===== config.mk =====
export PLATFORM = sky130hd
export DESIGN_NAME = vga_write_arbiter_flat
export DESIGN_NICKNAME = d
export VERILOG_FILES = /design/src/rtl/vga_write_arbiter_if.sv /design/src/rtl/vga_write_arbiter.sv /design/src/flat_wrapper.sv
export SDC_FILE = /design/constraint.sdc
export NUM_CORES = 1
export LEC_CHECK = 0
export CAP_MARGIN = 25
export CORE_MARGIN = 10
export CORE_UTILIZATION = 45
export CTS_CLUSTER_DIAMETER = 200
export DETAILED_ROUTE_END_ITERATION = 12
export PLACE_DENSITY_LB_ADDON = 0.25
export SYNTH_ARGS = -nofsm -noshare
export SYNTH_HDL_FRONTEND = slang
export SYNTH_SLANG_ARGS = --single-unit
export TNS_END_PERCENT = 30

===== constraint.sdc =====
create_clock -name clk -period 2.3 [get_ports clk]
set_input_delay 0.23 -clock clk [delete_from_list [all_inputs] [get_ports clk]]
set_output_delay 0.23 -clock clk [all_outputs]
set_load 0.01 [all_outputs]

===== src/rtl/vga_write_arbiter_if.sv =====
// Bundle between the reversi drawing engines (master) and the framebuffer write arbiter (slave).
// Wires only; no latency. The engines hold req for the whole burst and plot only while granted.
interface vga_write_arbiter_if #(
    parameter int N_REQ = 4,
    parameter int X_W   = 8,
    parameter int Y_W   = 7,
    parameter int C_W   = 3
);
    logic [N_REQ-1:0]     req;
    logic [N_REQ-1:0]     plot_in;
    logic [N_REQ*X_W-1:0] x_in;
    logic [N_REQ*Y_W-1:0] y_in;
    logic [N_REQ*C_W-1:0] colour_in;
    logic [N_REQ-1:0]     grant;
    logic                 busy;
    logic [X_W-1:0]       out_x;
    logic [Y_W-1:0]       out_y;
    logic [C_W-1:0]       out_colour;
    logic                 out_plot;
    logic [15:0]          burst_count;
    logic                 err_timeout;

    modport master (
        output req, plot_in, x_in, y_in, colour_in,
        input  grant, busy, out_x, out_y, out_colour, out_plot, burst_count, err_timeout
    );

    modport slave (
        input  req, plot_in, x_in, y_in, colour_in,
        output grant, busy, out_x, out_y, out_colour, out_plot, burst_count, err_timeout
    );
endinterface


===== src/rtl/vga_write_arbiter.sv =====
// Round-robin arbiter sharing the VGA framebuffer write port among the drawing engines.
// Latency: grant one edge after req in IDLE; pixel one edge after its plot strobe; 2-cycle gap between grants.
// Backpressure: losers simply wait with req held; a silent grant holder is revoked by the watchdog.
module vga_write_arbiter #(
    parameter int N_REQ   = 4,
    parameter int X_W     = 8,
    parameter int Y_W     = 7,
    parameter int C_W     = 3,
    parameter int TIMEOUT = 1023
) (
    input  logic                clk,
    input  logic                resetn,
    vga_write_arbiter_if.slave  bus
);
    localparam int IDX_W = (N_REQ > 1) ? $clog2(N_REQ) : 1;
    localparam int CNT_W = (TIMEOUT > 1) ? $clog2(TIMEOUT + 1) : 1;

    typedef enum logic [1:0] {S_IDLE, S_GRANT, S_RELEASE} state_t;

    state_t             state_q, state_d;
    logic [IDX_W-1:0]   rr_q, rr_d;
    logic [IDX_W-1:0]   gi_q, gi_d;
    logic [N_REQ-1:0]   grant_q, grant_d;
    logic [X_W-1:0]     x_q, x_d;
    logic [Y_W-1:0]     y_q, y_d;
    logic [C_W-1:0]     c_q, c_d;
    logic               plot_q, plot_d;
    logic [15:0]        burst_q, burst_d;
    logic [CNT_W-1:0]   idle_q, idle_d;
    logic               err_q, err_d;

    logic               win_found;
    logic [IDX_W-1:0]   win_idx;
    logic [IDX_W-1:0]   cand;

    always_ff @(posedge clk or negedge resetn) begin
        if (!resetn) begin
            state_q <= S_IDLE;
            rr_q    <= IDX_W'(N_REQ - 1);
            gi_q    <= '0;
            grant_q <= '0;
            x_q     <= '0;
            y_q     <= '0;
            c_q     <= '0;
            plot_q  <= 1'b0;
            burst_q <= '0;
            idle_q  <= '0;
            err_q   <= 1'b0;
        end else begin
            state_q <= state_d;
            rr_q    <= rr_d;
            gi_q    <= gi_d;
            grant_q <= grant_d;
            x_q     <= x_d;
            y_q     <= y_d;
            c_q     <= c_d;
            plot_q  <= plot_d;
            burst_q <= burst_d;
            idle_q  <= idle_d;
            err_q   <= err_d;
        end
    end

    always_comb begin
        state_d   = state_q;
        rr_d      = rr_q;
        gi_d      = gi_q;
        grant_d   = grant_q;
        x_d       = x_q;
        y_d       = y_q;
        c_d       = c_q;
        plot_d    = 1'b0;
        burst_d   = burst_q;
        idle_d    = idle_q;
        err_d     = 1'b0;
        win_found = 1'b0;
        win_idx   = '0;
        cand      = '0;

        // Search starts just past the last winner so the previous holder goes last.
        for (int k = 1; k <= N_REQ; k++) begin
            cand = IDX_W'((int'(rr_q) + k) % N_REQ);
            if (!win_found && bus.req[cand]) begin
                win_found = 1'b1;
                win_idx   = cand;
            end
        end

        case (state_q)
            S_IDLE: begin
                if (win_found) begin
                    grant_d          = '0;
                    grant_d[win_idx] = 1'b1;
                    rr_d             = win_idx;
                    gi_d             = win_idx;
                    burst_d          = '0;
                    idle_d           = '0;
                    state_d          = S_GRANT;
                end
            end
            S_GRANT: begin
                if (!bus.req[gi_q]) begin
                    // A strobe coinciding with the req drop is discarded.
                    grant_d = '0;
                    state_d = S_RELEASE;
                end else if (bus.plot_in[gi_q]) begin
                    x_d     = bus.x_in[X_W*gi_q +: X_W];
                    y_d     = bus.y_in[Y_W*gi_q +: Y_W];
                    c_d     = bus.colour_in[C_W*gi_q +: C_W];
                    plot_d  = 1'b1;
                    idle_d  = '0;
                    if (burst_q != 16'hFFFF) burst_d = burst_q + 16'd1;
                end else begin
                    idle_d = idle_q + CNT_W'(1);
                    if (TIMEOUT != 0 && (int'(idle_q) + 1) == TIMEOUT) begin
                        grant_d = '0;
                        err_d   = 1'b1;
                        state_d = S_RELEASE;
                    end
                end
            end
            S_RELEASE: begin
                grant_d = '0;
                state_d = S_IDLE;
            end
            default: state_d = S_IDLE;
        endcase
    end

    assign bus.grant       = grant_q;
    assign bus.busy        = (state_q != S_IDLE);
    assign bus.out_x       = x_q;
    assign bus.out_y       = y_q;
    assign bus.out_colour  = c_q;
    assign bus.out_plot    = plot_q;
    assign bus.burst_count = burst_q;
    assign bus.err_timeout = err_q;
endmodule


===== src/flat_wrapper.sv =====
// flat-port wrapper written by rule: the top's interface ports become plain ports
module vga_write_arbiter_flat 
#(
    parameter int N_REQ   = 4,
    parameter int X_W     = 8,
    parameter int Y_W     = 7,
    parameter int C_W     = 3,
    parameter int TIMEOUT = 1023
)
  (clk, resetn, bus_req, bus_plot_in, bus_x_in, bus_y_in, bus_colour_in, bus_grant, bus_busy, bus_out_x, bus_out_y, bus_out_colour, bus_out_plot, bus_burst_count, bus_err_timeout);
  vga_write_arbiter_if #(.N_REQ(N_REQ), .X_W(X_W), .Y_W(Y_W), .C_W(C_W)) bus_i ();
  input  logic clk;
  input  logic resetn;
  input wire logic [$bits(bus_i.req)-1:0] bus_req;
  input wire logic [$bits(bus_i.plot_in)-1:0] bus_plot_in;
  input wire logic [$bits(bus_i.x_in)-1:0] bus_x_in;
  input wire logic [$bits(bus_i.y_in)-1:0] bus_y_in;
  input wire logic [$bits(bus_i.colour_in)-1:0] bus_colour_in;
  output wire logic [$bits(bus_i.grant)-1:0] bus_grant;
  output wire logic [$bits(bus_i.busy)-1:0] bus_busy;
  output wire logic [$bits(bus_i.out_x)-1:0] bus_out_x;
  output wire logic [$bits(bus_i.out_y)-1:0] bus_out_y;
  output wire logic [$bits(bus_i.out_colour)-1:0] bus_out_colour;
  output wire logic [$bits(bus_i.out_plot)-1:0] bus_out_plot;
  output wire logic [$bits(bus_i.burst_count)-1:0] bus_burst_count;
  output wire logic [$bits(bus_i.err_timeout)-1:0] bus_err_timeout;
  assign bus_i.req = bus_req;
  assign bus_i.plot_in = bus_plot_in;
  assign bus_i.x_in = bus_x_in;
  assign bus_i.y_in = bus_y_in;
  assign bus_i.colour_in = bus_colour_in;
  assign bus_grant = bus_i.grant;
  assign bus_busy = bus_i.busy;
  assign bus_out_x = bus_i.out_x;
  assign bus_out_y = bus_i.out_y;
  assign bus_out_colour = bus_i.out_colour;
  assign bus_out_plot = bus_i.out_plot;
  assign bus_burst_count = bus_i.burst_count;
  assign bus_err_timeout = bus_i.err_timeout;
  vga_write_arbiter #(.N_REQ(N_REQ), .X_W(X_W), .Y_W(Y_W), .C_W(C_W), .TIMEOUT(TIMEOUT)) u_core (.clk(clk), .resetn(resetn), .bus(bus_i));
endmodule

# [Yosys cells after proc, flatten, opt, wreduce, memory -nomap -nowiden]
# Cells that the tools add are included.
[totals] output_inout_bits=41 input_bits=82 register_bits=56 word_cells=105
[classes] n_eq_ne=10 n_addsub=7 magnitude_cmp=7 shift=3 mux=48 n_mul=2 n_reduce_logical=17
[ops] operator="$mux W16" n=4
[ops] operator="$eq A32 B11 Y1 const B" n=1
[ops] operator="$pmux W16 S2" n=1
[ops] operator="$shiftx A32 B6 Y8" n=1
[ops] operator="$mux W10" n=3
[ops] operator="$shiftx A28 B6 Y7" n=1
[ops] operator="$pmux W10 S2" n=1
[ops] operator="$lt A2 B3 Y1 const B" n=6
[ops] operator="$mux W1" n=18
[ops] operator="$add A16 B1 Y16 const B" n=1
[ops] operator="$mux W2" n=8
[ops] operator="$mux W4" n=4
[ops] operator="$ne A16 B16 Y1 const B" n=1
[ops] operator="$bmux W1 S2" n=6
[ops] operator="$pmux W4 S3" n=1
[ops] operator="$shiftx A12 B5 Y3" n=1
[ops] operator="$add A10 B1 Y11 const B" n=1
[ops] operator="$add A10 B1 Y10 const B" n=1
[ops] operator="$reduce_and A3 Y1" n=3
[ops] operator="$ne A2 B1 Y1 const B" n=4
[ops] operator="$ne A3 B3 Y1 const B" n=2
[ops] operator="$mul A3 B2 Y5 const A" n=1
[ops] operator="$reduce_and A5 Y1" n=1
[ops] operator="$add A2 B1 Y2 const B" n=2
[ops] operator="other kinds (14)" n=21

# [Logic depth before layout (Yosys ltp)]
[depth] ltp_word=19 depth_mapped=9 ltp_nobuf=7

# [Least setup slack after synthesis]
# OpenSTA, ideal clock, no wires.
[synth_path] path_kind="reg2reg" startpoint="register u_core.gi_q[0]" endpoint="register u_core.grant_q[0], in the netlist u_core.bus.grant[0]" t_arrival_ns=1.964 period_less_slack_ns=2.089 setup_slack_ns=0.211 required_time_ns=2.175 path_stages_with_launch=6 path_cell_list="dfrtp_1 -> mux4_2 -> nor3_2 -> o221ai_2 -> a211oi_4 -> mux2_2"
[synth_between] elab_chain_cells=4 elab_cells_between_ends=9 classes_between="2 x eq/ne; 6 x mux; 1 x reduce/logical"
[synth_lines] item="start, declared" line="vga_write_arbiter.sv:22" text="logic [IDX_W-1:0] gi_q, gi_d;"
[synth_lines] item="start signal, assigned" line="vga_write_arbiter.sv:52" text="gi_q <= gi_d;"
[synth_lines] item="$bmux W1 S2 (on tied branches)" line="vga_write_arbiter.sv:106, vga_write_arbiter.sv:102"
[synth_lines] item="$mux W1 (on tied branches)" line="vga_write_arbiter.sv:106, vga_write_arbiter.sv:102"
[synth_lines] item="$ne A3 B3 Y1 (no line) / $mux W4 (equally long branches)"
[synth_lines] item="$reduce_and A4 Y1 (no line) / $pmux W4 S3 (equally long branches)"
[synth_lines] item="end signal, assigned" line="vga_write_arbiter.sv:53" text="grant_q <= grant_d;"
[synth_lines] item="end, declared" line="vga_write_arbiter.sv:23" text="logic [N_REQ-1:0] grant_q, grant_d;"
# Several ways; a longest one is shown, not always the timed one. The select of a mux whose other input is x is not followed.
# A chain may end at the register's enable or synchronous reset.

# [Final worst setup path]
[layout_path] startpoint="register u_core.gi_q[1]" endpoint="register u_core.grant_q[3], in the netlist u_core.bus.grant[3]"
# The elaborated chain is that of the path after synthesis.

==> flow_metrics.py <==
metrics = {
    "synthesis": {
        "netlist_instances": 300,
        "yosysMostFrequentCell": "dfrtp_1",
        "ys_seq_elements": 56,
        "synthFlopType": "dfrtp_1",
        "synth_top_area_share_pct": 41.0,
        "async_flop_share_pct": 100,
        "yosys.cell_types.count": 48,
        "ys_seq_area_share_pct": 42.6,
        "synth_nets": 389,
        "synth-edff-count": 0,
        "avgSynthCellArea_sq_um": 11.0,
        "synth_top_area_cell": "dfrtp_1",
        "yosys_warnings": 0,
        "syn_area_sq_um": 3300,
        "synth_common_cells": "54 x dfrtp_1, 26 x nand2_1, 22 x mux2_2, 21 x o21ai_0, 20 x mux4_2",
        "synth_area_leaders": "dfrtp_1 41%, mux4_2 14%, mux2_2 7.5%",
    },
    "power": {
        "ir_drop_mv": 0.755,
        "seqPwrFrac_pct": 32.3,
        "swShare_pct": 36.1,
        "clkPwrFrac_pct": 12.1,
        "combPwrFrac_pct": 55.7,
        "intPower_mw": 2.93,
        "netSwitchingPower_mw": 1.65,
        "leakage_nw": 1.99,
        "p_per_area_nw_per_um2": 936,
    },
    "sta": {
        "worst_slack_ns": 0.109,
        "hold_viol": 0,
        "grt_setup_unrepaired": "no",
        "finalCritPeriodShare_pct": 95.3,
        "max_slew_margin_pct": 67.4,
        "max_freq_ghz": 0.456,
        "period_minus_slack_ns": 2.19,
        "setup-tns-final_ns": 0,
        "worstMarginPinSlew_ns": 0.485,
        "fin_skew_ns": 0.00705,
        "setup_viol": 0,
        "hold_ws_ns": 0.435,
        "drv_slew": 0,
    },
    "clocking": {
        "clkTransAtPathRegs_ns": 0.10,
        "cts_num_sinks": 56,
        "numCtsBuffers": 5,
        "clkLatencyLatePin_ns": 0.32,
        "clockBufferDepth": 2,
        "cts-root-buf": "clkbuf_8",
        "cts_tree": "built",
        "h-tree-depth": 2,
    },
    "worst_setup_path": {
        "critPathBufInv": 0,
        "cp.arrival_ns": 2.40,
        "cp_cell_sequence": "mux4_2, and2_1, a211oi_4, mux2_2",
        "cp-end-kind": "register",
        "crit_family": "multiplexers",
        "start_kind": "register",
        "worstPathRequired_ns": 2.51,
        "cpMaxStageDelayCell": "mux4_2",
        "path_class": "reg2reg",
        "crit_fanout": 5,
        "slowest_delay_ns": 0.61,
    },
    "cells_and_area": {
        "antennaDiodeCount": 0,
        "finalNetCount": 528,
        "drive_gt1_share_pct": 18.9,
        "syn2layout_area_growth_pct": 48.4,
        "final_cells": 539,
        "final_util_pct": 68.2,
    },
    "die": {
        "core_sq_um": 7180,
        "dieHeight_um": 106,
        "rows": 31,
        "die_w_um": 106,
        "start_util_pct": 45.9,
        "dieArea_sq_um": 11200,
        "pin_count": 123,
    },
    "placed_design": {
        "dp.cells": 530,
        "routabilityCongestion": 0.815,
        "dp_hpwl_mm": 7.41,
        "io_buffers": 122,
        "post-place-ws_ns": -0.110,
    },
    "drt": {
        "antenna_left": 0,
        "drtIter0Drc": 93,
        "vias": 2899,
        "via_per_inst": 5.38,
        "routed_wl_mm": 9.10,
        "wl_per_cell_um": 16.9,
        "firstDrtPassIters": 4,
        "drc": 0,
    },
    "grt": {
        "grt_pass1_vias": 3098,
        "grt.overflow.total": 0,
        "grt.total_usage_pct": 16.6,
        "grt_max_degree": 57,
        "antenna_found_initial": 0,
        "grt_first_pass_wirelength_mm": 15.3,
    },
    "run": {
        "maxCapViolations": 0,
    },
    "hold_path": {
        "hold_class": "in2async",
    },
    "run_status": {
        "status": "completed",
    },
}
[per-stage QoR]
stage               instance area [sq um]  total power [mW]
floorplan                            3300              2.91
global placement                     4790              4.00
detailed placement                   4790              4.06
CTS                                  4890              4.63
global route                         4890              4.92
finish                               4890              4.58
[worst reg2reg max path: stages (launching register included)]
cell,delay (ns)
dfrtp_1,0.50
mux4_2,0.61
and2_1,0.26
a211oi_4,0.34
mux2_2,0.38
[final cells by class]
type,count,area (sq um)
inverter,11,41.3
multi-input combinational,220,1800
tap,99,124
clock buffer,5,68.8
fill,542,2280
clock inverter,3,23.8
sequential,56,1400
timing repair buffer,145,1430
[placed cells by master, fill, tap and decap left out, types with 7 or more instances in the layout]
cell type / instances
mux4_2: 20
inv_1: 11
nand3_1: 9
buf_4: 18
o21ai_0: 21
nand2_1: 26
a21oi_1: 17
ha_1: 7
dfrtp_1: 54
nand2b_1: 8
or3_1: 9
nor2_1: 13
clkdlybuf4s50_1: 121
mux2_2: 22
[power groups by stage]
stage                     Sequential [mW]  Clock [mW]  Combinational (mW)
final                                1.48       0.552                2.55
after global routing                 1.52       0.606                2.79
after CTS                            1.48       0.570                2.58
after detailed placement             1.50           0                2.57
after global placement               1.49           0                2.51
after floorplan                      1.55           0                1.36
[what timing repair did]
item / in CTS / in global routing
resized for setup: 0 / 1
hold buffers: 1 / 0
endpoints found under the hold margin: 54 / 0
setup buffers: 0 / 0
setup endpoints to repair: 0 / 27
[layer usage]
metal  GRT usage, %  share of wire, %  wire [um]  vias up
li1               -                 -          -     1402
met1           17.4                38       3490     1396
met2           27.8                47       4320       94
met3           10.8                13       1210        7
met4           3.29              0.85         77        0
met5              0                 0          0        -
[registers in the layout (all words and copies together) (netlist names)]
| signal | cells |
|---|---|
| u_core.bus.burst_count | 16 |
| u_core.rr_q | 2 |
| u_core.bus.out_plot | 1 |
| u_core.bus.out_y | 7 |
| u_core.idle_q | 10 |
| u_core.gi_q | 2 |
| u_core.bus.grant | 4 |
| u_core.bus.out_x | 8 |
| u_core.bus.err_timeout | 1 |
| u_core.bus.out_colour | 3 |
| u_core.state_q | 2 |
[logic make-up (layout without fill, tap and decap cells)]
| kind of cell | after synthesis | in the layout | share of synthesized area [%] |
|---|---|---|---|
| simple gates | 104 | 104 | 17.1 |
| mux | 46 | 46 | 22.4 |
| buf+inv | 24 | 164 | 2.88 |
| compound gates | 61 | 61 | 11.8 |
| xor+xnor | 2 | 2 | 0.531 |
| fa+ha+maj | 7 | 7 | 2.66 |
| flops | 56 | 56 | 42.6 |
[path summary, 6_finish.rpt]
kind	slack (ns)	depth (start not counted)	start	to
worst max-delay path	0.11	4	u_core.gi_q[1]$_DFFE_PN0P_	u_core.bus.grant[3]$_DFFE_PN0P_
worst min-delay path	0.44	3	resetn	u_core.idle_q[4]$_DFFE_PN0P_
worst max register to register	0.11	4	u_core.gi_q[1]$_DFFE_PN0P_	u_core.bus.grant[3]$_DFFE_PN0P_
worst min register to register	0.49	2	u_core.rr_q[0]$_DFFE_PN1P_	u_core.rr_q[0]$_DFFE_PN1P_
max in group asynchronous	1.57	3	resetn	u_core.rr_q[0]$_DFFE_PN1P_
min in group clk	0.49	2	u_core.rr_q[0]$_DFFE_PN1P_	u_core.rr_q[0]$_DFFE_PN1P_
No activity file was read; power rests on OpenSTA's default activity.
